## src/rtl/updown_tick_counter.sv

```systemverilog
// Up/down/hold counter stepped by rising edges of a divided-clock level input.
// Wraps or saturates at 0 and MAX_VAL, and emits registered step and terminal-count pulses.
module updown_tick_counter #(
  parameter int WIDTH   = 4,
  parameter int MAX_VAL = 9
) (
  input  logic             updown_tick_counter_fsys,
  input  logic             updown_tick_counter_rstn,
  input  logic             updown_tick_counter_tick,
  input  logic             updown_tick_counter_en,
  input  logic             updown_tick_counter_dir,
  input  logic             updown_tick_counter_wrap,
  input  logic             updown_tick_counter_load,
  input  logic [WIDTH-1:0] updown_tick_counter_load_val,
  output logic [WIDTH-1:0] updown_tick_counter_count,
  output logic [1:0]       updown_tick_counter_state,
  output logic             updown_tick_counter_step,
  output logic             updown_tick_counter_tc
);

  typedef enum logic [1:0] {
    HOLD = 2'b00,
    UP   = 2'b01,
    DOWN = 2'b10
  } state_t;

  localparam logic [WIDTH-1:0] MAX_CNT = WIDTH'(MAX_VAL);
  localparam logic [WIDTH-1:0] ONE     = WIDTH'(1);

  state_t           state_reg, state_next;
  logic [WIDTH-1:0] count_reg, count_next;
  logic             step_reg, step_next;
  logic             tc_reg, tc_next;
  logic             tick_prev_reg;
  logic             rise;

  assign rise = updown_tick_counter_tick & ~tick_prev_reg;

  always_comb begin
    state_next = HOLD;
    if (updown_tick_counter_en)
      state_next = updown_tick_counter_dir ? UP : DOWN;
  end

  // Steps act on the registered state, so en/dir take effect one cycle late.
  always_comb begin
    count_next = count_reg;
    step_next  = 1'b0;
    tc_next    = 1'b0;
    if (updown_tick_counter_load) begin
      count_next = (updown_tick_counter_load_val > MAX_CNT) ? MAX_CNT
                                                             : updown_tick_counter_load_val;
    end else if (rise) begin
      case (state_reg)
        UP: begin
          if (count_reg < MAX_CNT) begin
            count_next = count_reg + ONE;
            step_next  = 1'b1;
          end else begin
            tc_next = 1'b1;
            if (updown_tick_counter_wrap) begin
              count_next = '0;
              step_next  = 1'b1;
            end
          end
        end
        DOWN: begin
          if (count_reg != '0) begin
            count_next = count_reg - ONE;
            step_next  = 1'b1;
          end else begin
            tc_next = 1'b1;
            if (updown_tick_counter_wrap) begin
              count_next = MAX_CNT;
              step_next  = 1'b1;
            end
          end
        end
        default: begin
          count_next = count_reg;
        end
      endcase
    end
  end

  // tick_prev resets high so a tick already asserted at reset exit is ignored.
  always_ff @(posedge updown_tick_counter_fsys) begin
    if (!updown_tick_counter_rstn) begin
      state_reg     <= HOLD;
      count_reg     <= '0;
      step_reg      <= 1'b0;
      tc_reg        <= 1'b0;
      tick_prev_reg <= 1'b1;
    end else begin
      state_reg     <= state_next;
      count_reg     <= count_next;
      step_reg      <= step_next;
      tc_reg        <= tc_next;
      tick_prev_reg <= updown_tick_counter_tick;
    end
  end

  assign updown_tick_counter_count = count_reg;
  assign updown_tick_counter_state = state_reg;
  assign updown_tick_counter_step  = step_reg;
  assign updown_tick_counter_tc    = tc_reg;

endmodule

```

## config.mk

```make
export PLATFORM = sky130hd
export DESIGN_NAME = updown_tick_counter
export DESIGN_NICKNAME = d
export VERILOG_FILES = /design/src/rtl/updown_tick_counter.sv
export SDC_FILE = /design/constraint.sdc
export NUM_CORES = 1
export LEC_CHECK = 0
export CAP_MARGIN = 20
export CELL_PAD_IN_SITES_DETAIL_PLACEMENT = 1
export CELL_PAD_IN_SITES_GLOBAL_PLACEMENT = 1
export CORE_MARGIN = 2
export CORE_UTILIZATION = 34
export DETAILED_ROUTE_END_ITERATION = 10
export PLACE_DENSITY_LB_ADDON = 0.1
export SLEW_MARGIN = 20
export SYNTH_ARGS = -nofsm -noshare
export SYNTH_HDL_FRONTEND = slang
export SYNTH_SLANG_ARGS = --single-unit
```

## constraint.sdc

```tcl
create_clock -name updown_tick_counter_fsys -period 3.6 [get_ports updown_tick_counter_fsys]
set_input_delay 0.72 -clock updown_tick_counter_fsys [delete_from_list [all_inputs] [get_ports updown_tick_counter_fsys]]
set_output_delay 0.72 -clock updown_tick_counter_fsys [all_outputs]
set_load 0.02 [all_outputs]
```

; After elaboration in Yosys (flattened, before gate mapping)
; Cells that the tools add are included.
[totals]
reg_bits = 9
output_inout_bits = 8
wordCells = 39
[op_classes]
addsub = 2
n_lt_le_gt_ge = 2
eq_ne = 4
mux = 16
bitwise_logic = 4
reduce_logical = 6
[op_table]
columns = operator, count
row1 = $mux 4, 7
row2 = $ne 4x4->1 const B, 2
row3 = $pmux 4 s2, 1
row4 = $mux 1, 5
row5 = $add 4x1->4 const B, 1
row6 = $gt 4x4->1 const B, 1
row7 = $lt 4x4->1 const B, 1
row8 = $pmux 1 s2, 2
row9 = $reduce_and 4->1, 1
row10 = $reduce_bool 4->1, 1
row11 = $sub 4x1->4 const B, 1
row12 = $not 1->1, 3
row13 = $reduce_bool 3->1, 1
row14 = $reduce_or 3->1, 1
row15 = $eq 2x1->1 const B, 1
row16 = $eq 2x2->1 const B, 1
row17 = $mux 2, 1
row18 = $reduce_and 2->1, 1
row19 = $reduce_bool 2->1, 1
row20 = $and 1x1->1, 1

; Depth between registers and ports, before layout
[depth]
ltp_word = 5
depth_mapped = 8

; Worst setup path after synthesis
; Ideal clock, no wire load.
[synth_path]
kind = register -> register
startpoint = reg count_reg[0], in the netlist updown_tick_counter_count[0]
endpoint = reg count_reg[0], in the netlist updown_tick_counter_count[0]
arrival_ps = 1827
setup_slack_ps = 1700
path_stages_with_launch = 8
n_path_buf = 0
synth_period_minus_slack_ps = 1900
path_cell_list = dfxtp_1 inv_1 ha_1 nor4bb_4 a31oi_4 nor2_2 o41a_1 o22ai_2
[synth_via]
elab_chain_cells = 5
[synth_lines]
columns = item, line_no
row1 = "start, declared", 31  ; logic [WIDTH-1:0] count_reg, count_next;
row2 = "start signal, assigned", 96  ; count_reg <= count_next;
row3 = "$sub 4x1->4, or another cell as far along", 69  ; count_next = count_reg - ONE;
row4 = $mux 4 (on tied branches), "68, 56"
row5 = $pmux 4 s2, 54  ; case (state_reg)
row6 = $mux 4, 53  ; end else if (rise) begin
row7 = $mux 4, 50  ; if (updown_tick_counter_load) begin
; Several ways; a longest one is shown, not always the timed one. The select of a mux whose other input is x is not followed.
; A chain may end at the register's enable or synchronous reset.

; Final worst setup path
[layout_path]
startpoint = reg count_reg[3], in the netlist updown_tick_counter_count[3]
endpoint = out updown_tick_counter_count[3]
[layout_rtl]
columns = item, line_no
row1 = "end, declared", 15  ; output logic [WIDTH-1:0] updown_tick_counter_count,
; No word-level cell between the ends.

==> run metrics <==
outcome=complete, no violations; sw frac=31.8%; vias per cell=5.34; die area=approximately 2300 sq um; Final #Nets=~110; # Max-Cap Violations=0; Routability Congestion=a little under 0.8; setup_tns=0 ps; core area=1750 sq um; Clk Latency, worst-skew pair=about 270 ps; PwrDens=316 nW/um^2; Root Driver=clkbuf_4; HP Start=updown_tick_counter_count[0]; CTS Buf Count=3; PortBufs=18; hold buffer count at cts=0; initial drt markers=7; crit-path max FO=13; chip width=between 40 and 50 microns; Buffers & Inverters on Critical Path=1; Post-route DRC=0; Comb pwr share=around 28%; reported net switching power=0.0876 mW; largest net degree at the start of global routing=14; peak supply drop=between 0.15 and 0.2 mV; CP max-delay cell=clkdlybuf4s50_1; max FFs per register=4; initial core utilization=about 37%; CTS tree=yes; post-route cell area=approximately 870 sq um; CTS Sinks=9; Fill cells=approximately 220; most common cell after layout, fill and taps aside=clkdlybuf4s50_1; synth warn=0; CP arrival=1630 ps; initial antenna violation count=0; vias in the first global route=604; Post-Syn Nets=88; Finish-stage setup viols=0; dominant cells by area after synthesis=dfxtp_1 28%, ha_1 7.8%, inv_1 4.7%; synthesis-stage register bit count=9; IO Pins=19; grt ovf=0; fraction of layout cells with a size suffix above 1=12.9%; RSZ-0062 raised after global routing=no; Clock Power Share=29.5%; Routed WL=around 1600 microns; CTS resizes=0; actual slew at the worst max-slew pin=approximately 530 ps; Setup Fix Bufs, Post-CTS=0; worst stage delay on the critical path=710 ps; commonest non-fill, non-tap cells in the layout=18 x clkdlybuf4s50_1, 9 x dfxtp_1, 8 x inv_1; Pint=around 0.19 mW; post-DP HPWL=roughly 1300 microns; relative slew slack=between 60% and 70%; first-pass GRT wire length=~2500 microns; critical-path cell list=clkdlybuf4s50_1; CTS clk-pin slew, worst paths=around 60 ps; Mean Syn Cell Area=between 8 and 9 sq um; Seq/Total Area, Yosys=between 20% and 30%; min Tclk post-route=2350 ps; Die Y-Extent=between 40 and 50 microns; final worst path period share=roughly two thirds; vias=630; wire length per cell=about 13 microns; crit path launch=updown_tick_counter_count[3]; critical setup path kind=reg -> out; Fmax=around 0.43 GHz; delay-heaviest family, CP=buffers and inverters; share of the synthesized area in the top cell type=28.1%; Area Growth Syn to Fin=35.7%; Antenna Cells=0; Hold Path Class=reg -> reg; Fin Clk Skew=1.93 ps; Post-Syn Instances=between 70 and 80; Max Slew Vio Count=0; drt first pass iters=4; CTS Buffer Depth=2; final hold vios=0; Crit Reg-Reg Startpoint=updown_tick_counter_count[0]; P_leak=between 0.3 and 0.4 nW; critical path launch point type=flip-flop; sequential power share=between 40% and 50%; worst path required time=approximately 2900 ps; Total Routing Usage GR=between 10% and 20%; # rows=15; # H-tree levels=1; cell taking the most area after synthesis=dfxtp_1; Final ANT Viol Nets=0; crit end category=output port; Netlist Area Pre-Place=~640 sq um; placed cell areas=around 840 sq um; synth unique cells=36
-- cells in the mapped netlist (all sizes together) --
library cell  count
ha                4
and3              1
nand2b            3
inv               8
or2               1
nor2b             1
a21oi             5
a211oi            1
o21ai             4
nand2             3
nor4              1
buf               1
nor3              1
nor4bb            1
nor2              6
and2              1
o41a              1
o211ai            1
a2111oi           1
or4b              1
o21bai            1
o31ai             3
nand3             2
o311ai            1
clkbuf            1
o22ai             2
a2bb2oi           1
o2111ai           1
dfxtp             9
o221ai            3
a31oi             3
-- path summary, 6_finish.rpt --
kind	to	slack [ps]	cells after the start
max	updown_tick_counter_count[3]	1250	1
min reg2reg	updown_tick_counter_count[0]	580	2
max reg2reg	updown_tick_counter_count[3]	1650	7
min	updown_tick_counter_count[0]	580	2
-- cells by family after synthesis --
group,after synthesis,share of synthesized area [%]
AO/OA/AOI/OAI,28,34.5
AND/OR/NAND/NOR,22,23.6
buffers and inverters,10,6.04
flip-flops,9,28.1
adder cells (fa/ha/maj),4,7.80
-- per-stage QoR --
step	cells	hold WS, ps	setup WS [ps]	power (mW)	util (%)
3_5_place_dp	114	577	1340	0.196	48.4
6_report	118	582	1250	0.275	49.9
4_1_cts	118	588	1240	0.278	49.9
5_1_grt	118	649	1180	0.292	49.9
2_1_floorplan	73	559	1700	0.164	-
3_3_place_gp	114	583	1360	0.196	48.4
-- power by group through the flow --
stage | clock network (mW) | registers, mW | logic, mW
global route | 0.0895 | 0.117 | 0.0857
detailed placement | 0 | 0.118 | 0.0784
CTS | 0.0838 | 0.116 | 0.0786
floorplan | 0 | 0.120 | 0.0442
finish | 0.0812 | 0.116 | 0.0782
global placement | 0 | 0.118 | 0.0779
-- layout make-up --
class                   count  area [sq um]  area share, %
repair buffers             18           180           20.7
multi-input cells          54           423           48.6
well taps                  25          31.3           3.59
clock buffers               4          26.3           3.02
inverters                   8          30.0           3.45
flip-flops and latches      9           180           20.7
-- routing by layer --
layer / global-route usage [%] / up-vias / share of wire (%)
met5: 0 / - / 0
met2: 24.6 / 19 / 44
li1: - / 318 / -
met4: 9.44 / 0 / 1.8
met3: 4.15 / 4 / 5.1
met1: 19.9 / 289 / 49
-- worst register-to-register path, stage by stage (launching register included) --
cell	delay [ps]
dfxtp_1	440
inv_1	120
ha_1	320
nor4bb_4	210
a31oi_4	220
a2bb2oi_2	300
o221ai_1	170
nor2_1	110
(Power assumes the default switching activity.)
